`src/rtl/mtx_mult_sched.sv`:
```
// mtx_mult_sched: sequences C = A x W, issuing RAM reads / MAC operand pairs and writing results row-major.
module mtx_mult_sched #(
  parameter int MAX_DIM = 16,
  parameter int ADDR_W  = 8,
  parameter int DATA_W  = 32
) (
  input  logic              clk,
  input  logic              rst_n,
  input  logic              start,
  input  logic [4:0]        dim_n,
  input  logic              mac_ready,
  input  logic              mac_res_valid,
  input  logic [DATA_W-1:0] mac_res_data,
  output logic [ADDR_W-1:0] ram_a_addr,
  output logic              ram_a_rden,
  output logic [ADDR_W-1:0] ram_w_addr,
  output logic              ram_w_rden,
  output logic              mac_in_valid,
  output logic              mac_first,
  output logic              mac_last,
  output logic [ADDR_W-1:0] res_wr_addr,
  output logic [DATA_W-1:0] res_wr_data,
  output logic              res_wren,
  output logic              busy,
  output logic              done,
  output logic              err,
  output logic [3:0]        state_val
);
  typedef enum logic [1:0] {IDLE, ISSUE, DRAIN, DONE} state_t;
  state_t state;
  logic [4:0] n, nm1, i, j, k, ri, rj;
  logic [ADDR_W-1:0] a_reg, w_reg, a_base, res_cnt, n_a;
  logic all_wr, issue, k_last, j_last, i_last, dim_ok;
  assign nm1 = n - 5'd1;
  assign n_a = ADDR_W'(n);
  assign issue = state == ISSUE && mac_ready;
  assign k_last = k == nm1;
  assign j_last = j == nm1;
  assign i_last = i == nm1;
  assign dim_ok = dim_n != 5'd0 && 32'(dim_n) <= MAX_DIM;
  assign ram_a_rden = issue;
  assign ram_w_rden = issue;
  assign ram_a_addr = a_reg;
  assign ram_w_addr = w_reg;
  assign state_val = {2'b00, state};
  always_ff @(posedge clk) begin
    if (!rst_n) begin
      state <= IDLE;
      n <= '0;
      i <= '0;
      j <= '0;
      k <= '0;
      ri <= '0;
      rj <= '0;
      a_reg <= '0;
      w_reg <= '0;
      a_base <= '0;
      res_cnt <= '0;
      all_wr <= 1'b0;
      mac_in_valid <= 1'b0;
      mac_first <= 1'b0;
      mac_last <= 1'b0;
      res_wr_addr <= '0;
      res_wr_data <= '0;
      res_wren <= 1'b0;
      busy <= 1'b0;
      done <= 1'b0;
      err <= 1'b0;
    end else begin
      err <= 1'b0;
      done <= 1'b0;
      res_wren <= 1'b0;
      mac_in_valid <= issue;
      mac_first <= issue && k == 5'd0;
      mac_last <= issue && k_last;
      // result path runs independently of issue; strobes past the n*n-th are dropped
      if ((state == ISSUE || state == DRAIN) && mac_res_valid && !all_wr) begin
        res_wr_data <= mac_res_data;
        res_wr_addr <= res_cnt;
        res_wren <= 1'b1;
        res_cnt <= res_cnt + 1'b1;
        rj <= rj == nm1 ? 5'd0 : rj + 5'd1;
        ri <= rj == nm1 ? ri + 5'd1 : ri;
        all_wr <= ri == nm1 && rj == nm1;
      end
      case (state)
        IDLE: if (start) begin
          if (dim_ok) begin
            n <= dim_n;
            i <= '0;
            j <= '0;
            k <= '0;
            ri <= '0;
            rj <= '0;
            a_reg <= '0;
            w_reg <= '0;
            a_base <= '0;
            res_cnt <= '0;
            all_wr <= 1'b0;
            busy <= 1'b1;
            state <= ISSUE;
          end else err <= 1'b1;
        end
        ISSUE: if (mac_ready) begin
          // a = i*n+k and w = k*n+j tracked with adders only
          if (!k_last) begin
            k <= k + 5'd1;
            a_reg <= a_reg + 1'b1;
            w_reg <= w_reg + n_a;
          end else if (!j_last) begin
            k <= '0;
            j <= j + 5'd1;
            a_reg <= a_base;
            w_reg <= ADDR_W'(j + 5'd1);
          end else begin
            k <= '0;
            j <= '0;
            i <= i + 5'd1;
            a_base <= a_base + n_a;
            a_reg <= a_base + n_a;
            w_reg <= '0;
            if (i_last) state <= DRAIN;
          end
        end
        DRAIN: if (all_wr) begin
          state <= DONE;
          done <= 1'b1;
        end
        default: begin
          state <= IDLE;
          busy <= 1'b0;
        end
      endcase
    end
  end
endmodule

```
`config.mk`:
```
export PLATFORM = sky130hd
export DESIGN_NAME = mtx_mult_sched
export DESIGN_NICKNAME = d
export VERILOG_FILES = /design/src/rtl/mtx_mult_sched.sv
export SDC_FILE = /design/constraint.sdc
export NUM_CORES = 1
export LEC_CHECK = 0
export ABC_AREA = 1
export CORE_MARGIN = 3
export CORE_UTILIZATION = 54
export CTS_BUF_LIST = sky130_fd_sc_hd__clkbuf_8
export DETAILED_ROUTE_END_ITERATION = 8
export PLACE_DENSITY_LB_ADDON = 0.12
export SETUP_SLACK_MARGIN = 0.5
export SYNTH_ARGS = -nofsm -noshare
export SYNTH_HDL_FRONTEND = slang
export SYNTH_SLANG_ARGS = --single-unit
```
`constraint.sdc`:
```
create_clock -name clk -period 2.5 [get_ports clk]
set_clock_uncertainty 0.15 [all_clocks]
set_input_delay 0.375 -clock clk [delete_from_list [all_inputs] [get_ports clk]]
set_output_delay 0.375 -clock clk [all_outputs]
set_load 0.05 [all_outputs]
```
==> results.txt, run 1 <==
Worst Setup End Kind = register
CTS Buffer Depth = 2
Global-route wire length before repair = 27,700 um
H-tree depth = 3
Final hold violations = 0
Gr busiest metal = met2
Slew headroom = 64.8%
Die Y = 111 um
Synth top area cells = dfxtp_1 (38%), nand2_1 (12%), nor2_1 (8.3%)
Core area = 10,500 sq um
PortBufs = 108
CP Max Fanout = 8
Post-DP Area = 7210 sq um
CTS tree = done
Vias/cell = 5.46
Run status = finished, final reports clean
Primary FF master, synth = dfxtp_1
Number of synthesized flops with an enable pin = 0
Sequential standard cell area = 2260 sq um
Final Wtd Congestion = 0.950
Worst Path Required = 2.65 ns
# Max-Cap Violations = 0
Initial antenna violation count = 0
Avg WL per Cell = 15.6 um
Routing usage on met2 = 49.1%
Crit Path Category = reg -> reg
Cts bufs inserted = 9
Final #Nets = 1,048
Pins Over Slew Limit = 0
Setup TNS = 0 ns
R2R depth = 14
Synthesis-stage register bit count = 112
Final instance area = 8080 sq um
Ys Warns = 0
Area Overhead vs Synth = 36.7%
Met1 usage = 29.6%
DP Wirelength = 12,100 um
Skew-Pair Late Insertion Delay = 0.39 ns
FMAX = 465 MHz
# rows = 37
Cts hold-fix bufs = 0
RSZ-0062 raised after global routing = true
Initial Utilization = 56.3%
Worst VDD drop = 0.000609 V
Router iterations before antenna repair = 5
Pwr/cell area = 961 nW/um^2
DRC errors left = 0
GRT Util Overall = 27.2%
Hold crit path type = reg -> reg
Worst hold path depth = 2
Die W = 111 um
Top cell type's share of synthesized area = 37.9%
Detailed Route Iter0 Violations = 427
Syn avg cell area = 7.00 sq um
Vias in the first global route = 6,030
Crit path time final = 2.15 ns
Ys async rst share = 0%
CP arrival = 2.30 ns
Largest net degree at the start of global routing = 54
Post-synthesis instance total = 845
Leakage power = 3.63 nW
ANT nets after route = 0
Filler cells = 772
WL final = 17,500 um
I/O pins = 111
Die area = 12,200 sq um
Setup-failing EPs final = 0
Reg-to-reg startpoint = n[0]
Fraction of the yosys area taken by sequential cells = 37.9%
GR Overflow Total = 0
CTS root buffer = clkbuf_8
Worst Setup SP = n[0]
Met3 usage = 4.99%
Vias = 6,136
Clk slew on worst S/H paths = 0.10 ns
Cell Area, Synth = 5910 sq um
Slew @ Worst Pin = 0.530 ns
Setup crit start kind = register
Ratio of cells with drive above 1 in the final layout = 20.1%
Fin crit share = 86.0%
Antenna diodes = 0
Cell taking the most area after synthesis = dfxtp_1
Clock sinks = 112
Hold path start = all_wr
Netlist cell types = 44
Multi-input gate area = 3680 sq um
## where the power goes
group          switching [W]  total (W)  internal [W]
registers           0.000278    0.00241       0.00213
logic                0.00285    0.00428       0.00144
clock network       0.000618    0.00108      0.000459
## synthesized netlist by cell type (3+ instances only)
library cell	instances
nand2_4	4
xnor2_1	11
buf_4	4
nor2_1	131
nand3_1	60
nor2_2	3
dfxtp_1	112
nor3b_1	3
a21oi_1	47
nor3_1	13
nand4_1	17
inv_2	3
nand2_2	7
or2_2	4
nand3_2	3
nand2_1	186
xor2_1	22
buf_2	5
inv_1	79
nor2_4	3
ha_1	22
buf_6	3
clkbuf_1	17
o21ai_0	54
o21ai_1	3
o22ai_1	6
## metrics by stage
stage	instances	power, W	utilization [%]	worst slack [ns]	hold slack (ns)
3_5_place_dp	1077	0.00624	68.6	0.0840	0.299
4_1_cts	1112	0.00749	73.6	0.424	0.317
6_report	1123	0.00777	76.9	0.351	0.314
2_1_floorplan	846	0.00508	-	0.452	0.272
3_3_place_gp	1077	0.00612	68.6	0.192	0.300
5_1_grt	1123	0.00818	76.9	0.231	0.320
## state kept, by name, summed over array words and instances (netlist names), 2 cells and up
register,cells
ram_a_addr,8
i,5
rj,5
res_wr_addr,8
ram_w_addr,8
j,5
res_wr_data,32
k,5
n,5
state,2
ri,5
a_base,8
res_cnt,8
## layer usage
layer / share of wire [%] / vias up
li1: - / 3006
met1: 39 / 2873
met2: 52 / 210
met3: 5.3 / 47
met4: 4.0 / 0
met5: 0 / -
## layout by cell type (no fill, tap or decap), drive strengths merged, types with 17 or more instances in the layout
| cell | n |
|---|---|
| a21oi | 48 |
| buf | 48 |
| clkdlybuf4s50 | 41 |
| dfxtp | 112 |
| dlygate4sd2 | 64 |
| ha | 22 |
| inv | 86 |
| nand2 | 198 |
| nand3 | 66 |
| nand4 | 17 |
| nor2 | 137 |
| o21ai | 58 |
| xor2 | 22 |
## area by class of cell
type                       count  share of cell area (%)
clock buffer                   9                    1.53
clock inverter                 7                   0.805
inverter                      83                    4.04
multi-input combinational    622                    45.6
sequential                   112                    28.0
tap                          136                    2.11
timing repair buffer         154                    17.9
## kinds of logic after synthesis
kind of cell | synth area share, %
xor+xnor | 4.89
buf+inv | 8.02
other cells | 0.0634
simple gates | 32.8
compound gates | 10.9
flops | 37.9
fa+ha+maj | 5.33
## worst max-delay path, cell delays in order, from the launching register on
cell and delay, ns:
dfxtp_4 0.39, inv_6 0.04, ha_4 0.30, inv_4 0.04, nand2_2 0.05, nand4_1 0.13, nor2_4 0.20, nand3_4 0.19
buf_6 0.18, nand2_2 0.05, inv_2 0.04, nand2_1 0.05, nand3_1 0.10, nand2_1 0.10, inv_1 0.04
## worst paths after layout
check / slack (ns) / to
worst min-delay path: 0.31 / done
worst max-delay path: 0.35 / ram_w_addr[0]
worst min register to register: 0.31 / done
worst max register to register: 0.35 / ram_w_addr[0]
## repair_timing
| action | in CTS | in global routing |
|---|---|---|
| setup endpoints to repair | 114 | 57 |
| pin swaps | 31 | 33 |
| cloned | 3 | 0 |
| gates resized for setup | 125 | 65 |
| setup buffers | 16 | 11 |
Note: power is estimated with default switching activity, not from simulation.
==> inputs of run 2 (changes only) <==
==> constraint.sdc (replaced) <==
create_clock -name clk -period 2.3 [get_ports clk]
set_clock_uncertainty 0.15 [all_clocks]
set_input_delay 0.345 -clock clk [delete_from_list [all_inputs] [get_ports clk]]
set_output_delay 0.345 -clock clk [all_outputs]
set_load 0.05 [all_outputs]
==> results.txt, run 2 (same netlist as run 1, synthesis figures left out) <==
# rows = 37
Largest net degree at the start of global routing = 42
# Max-Cap Violations = 0
DRC errors left = 0
Reg2Reg Setup Slack = 0.14 ns
Skew-Pair Late Insertion Delay = 0.39 ns
Worst Hold Margin = 0.338 ns
Ratio of cells with drive above 1 in the final layout = 34.0%
Met3 usage = 5.21%
CTS Buffer Depth = 2
Worst Path Required = 2.44 ns
Gr busiest metal = met2
GR Overflow Total = 0
Avg WL per Cell = 18.0 um
Detailed Route Iter0 Violations = 447
RSZ-0062 raised after global routing = true
Met1 usage = 29.5%
Vias = 6,627
Fin crit share = 93.8%
Setup TNS = 0 ns
Final instance area = 8970 sq um
Setup-failing EPs final = 0
I/O pins = 111
Crit path time final = 2.16 ns
Initial Utilization = 56.3%
GRT Util Overall = 27.9%
Filler cells = 582
Most frequent cells in the layout = nand2_1 (124), dfxtp_1 (104), nor2_1 (102), inv_1 (69), buf_4 (56)
Initial antenna violation count = 0
CTS root buffer = clkbuf_8
Worst VDD drop = 0.000802 V
Vias in the first global route = 6,339
H-tree depth = 3
Die Y = 111 um
WL final = 20,900 um
Slew headroom = 64.1%
Top reg by flops = res_wr_data
Crit Path Category = reg -> reg
Area Overhead vs Synth = 51.7%
Antenna diodes = 0
DP Wirelength = 12,100 um
Worst Setup End Kind = register
Post-DP Area = 7320 sq um
Cts bufs inserted = 9
Hold crit path type = reg -> reg
Clock sinks = 112
CP Max Fanout = 8
Core area = 10,500 sq um
Router iterations before antenna repair = 5
PortBufs = 108
Leakage power = 3.89 nW
Pwr/cell area = 1060 nW/um^2
Global-route wire length before repair = 28,500 um
Commonest non-fill, non-tap cell in the layout = nand2_1
Final Wtd Congestion = 0.868
Die area = 12,200 sq um
Run status = finished, final reports clean
Clk slew on worst S/H paths = 0.10 ns
Slew @ Worst Pin = 0.540 ns
Setup crit start kind = register
Final hold violations = 0
Die W = 111 um
Routing usage on met2 = 50.9%
CP arrival = 2.30 ns
Cts hold-fix bufs = 0
Vias/cell = 5.70
Max FFs per register = 32
Final #Nets = 1,088
Pins Over Slew Limit = 0
FMAX = 463 MHz
CTS tree = done
ANT nets after route = 0
==> run 2: worst paths after layout <==
kind,to,cells past startpoint,start
max reg2reg,ram_a_addr[0],13,n[0]
min,res_wr_data[10],2,res_wr_data[10]
max,ram_a_addr[0],13,n[0]
min reg2reg,res_wr_data[10],2,res_wr_data[10]
==> run 2: power by group <==
group	internal (W)	switching [W]	leakage [nW]	total, W
sequential	0.00231	0.000360	0.915	0.00267
clock	0.000386	0.000691	0.0881	0.00108
combinational	0.00214	0.00364	2.88	0.00578
==> run 2: layout make-up <==
| cell class | instances | area (sq um) | area share, % |
|---|---|---|---|
| Multi-Input combinational cell | 622 | 4190 | 46.7 |
| Sequential cell | 112 | 2260 | 25.2 |
| Timing Repair Buffer | 194 | 1850 | 20.6 |
| Inverter | 83 | 343 | 3.82 |
| Tap cell | 136 | 170 | 1.90 |
| Clock buffer | 9 | 124 | 1.38 |
| Clock inverter | 6 | 37.5 | 0.418 |
==> run 2: critical path, stage by stage, from the launching register on <==
cell and delay (ns):
dfxtp_4 0.38, inv_6 0.04, ha_4 0.29, inv_2 0.05, nand2_1 0.06, nand4_1 0.15, nor2_4 0.18, nand3_4 0.18
nand2_8 0.16, nand2_8 0.11, nand2_8 0.15, inv_8 0.06, nand2_2 0.06, nand2_2 0.04
==> run 2: metal layers <==
metal	up-vias	part of all wire [%]
li1	3082	-
met1	3133	36
met2	313	52
met3	99	5.7
met4	0	5.8
met5	-	0
==> run 2: stage by stage <==
stage	total power, W	worst slack, ns	util [%]	instances
CTS	0.00839	0.259	78.4	1137
global placement	0.00673	0.0889	69.7	1084
finish	0.00953	0.142	85.4	1162
detailed placement	0.00684	0.0257	69.7	1084
floorplan	0.00558	0.252	-	846
global route	0.00999	0.0850	85.4	1162
==> run 2: repair_timing <==
item	in CTS	in global routing
buffers inserted	36	19
hold endpoints to repair	0	0
setup endpoints to repair	122	108
resized for setup	228	157
pin swaps	50	66
gates cloned	2	6
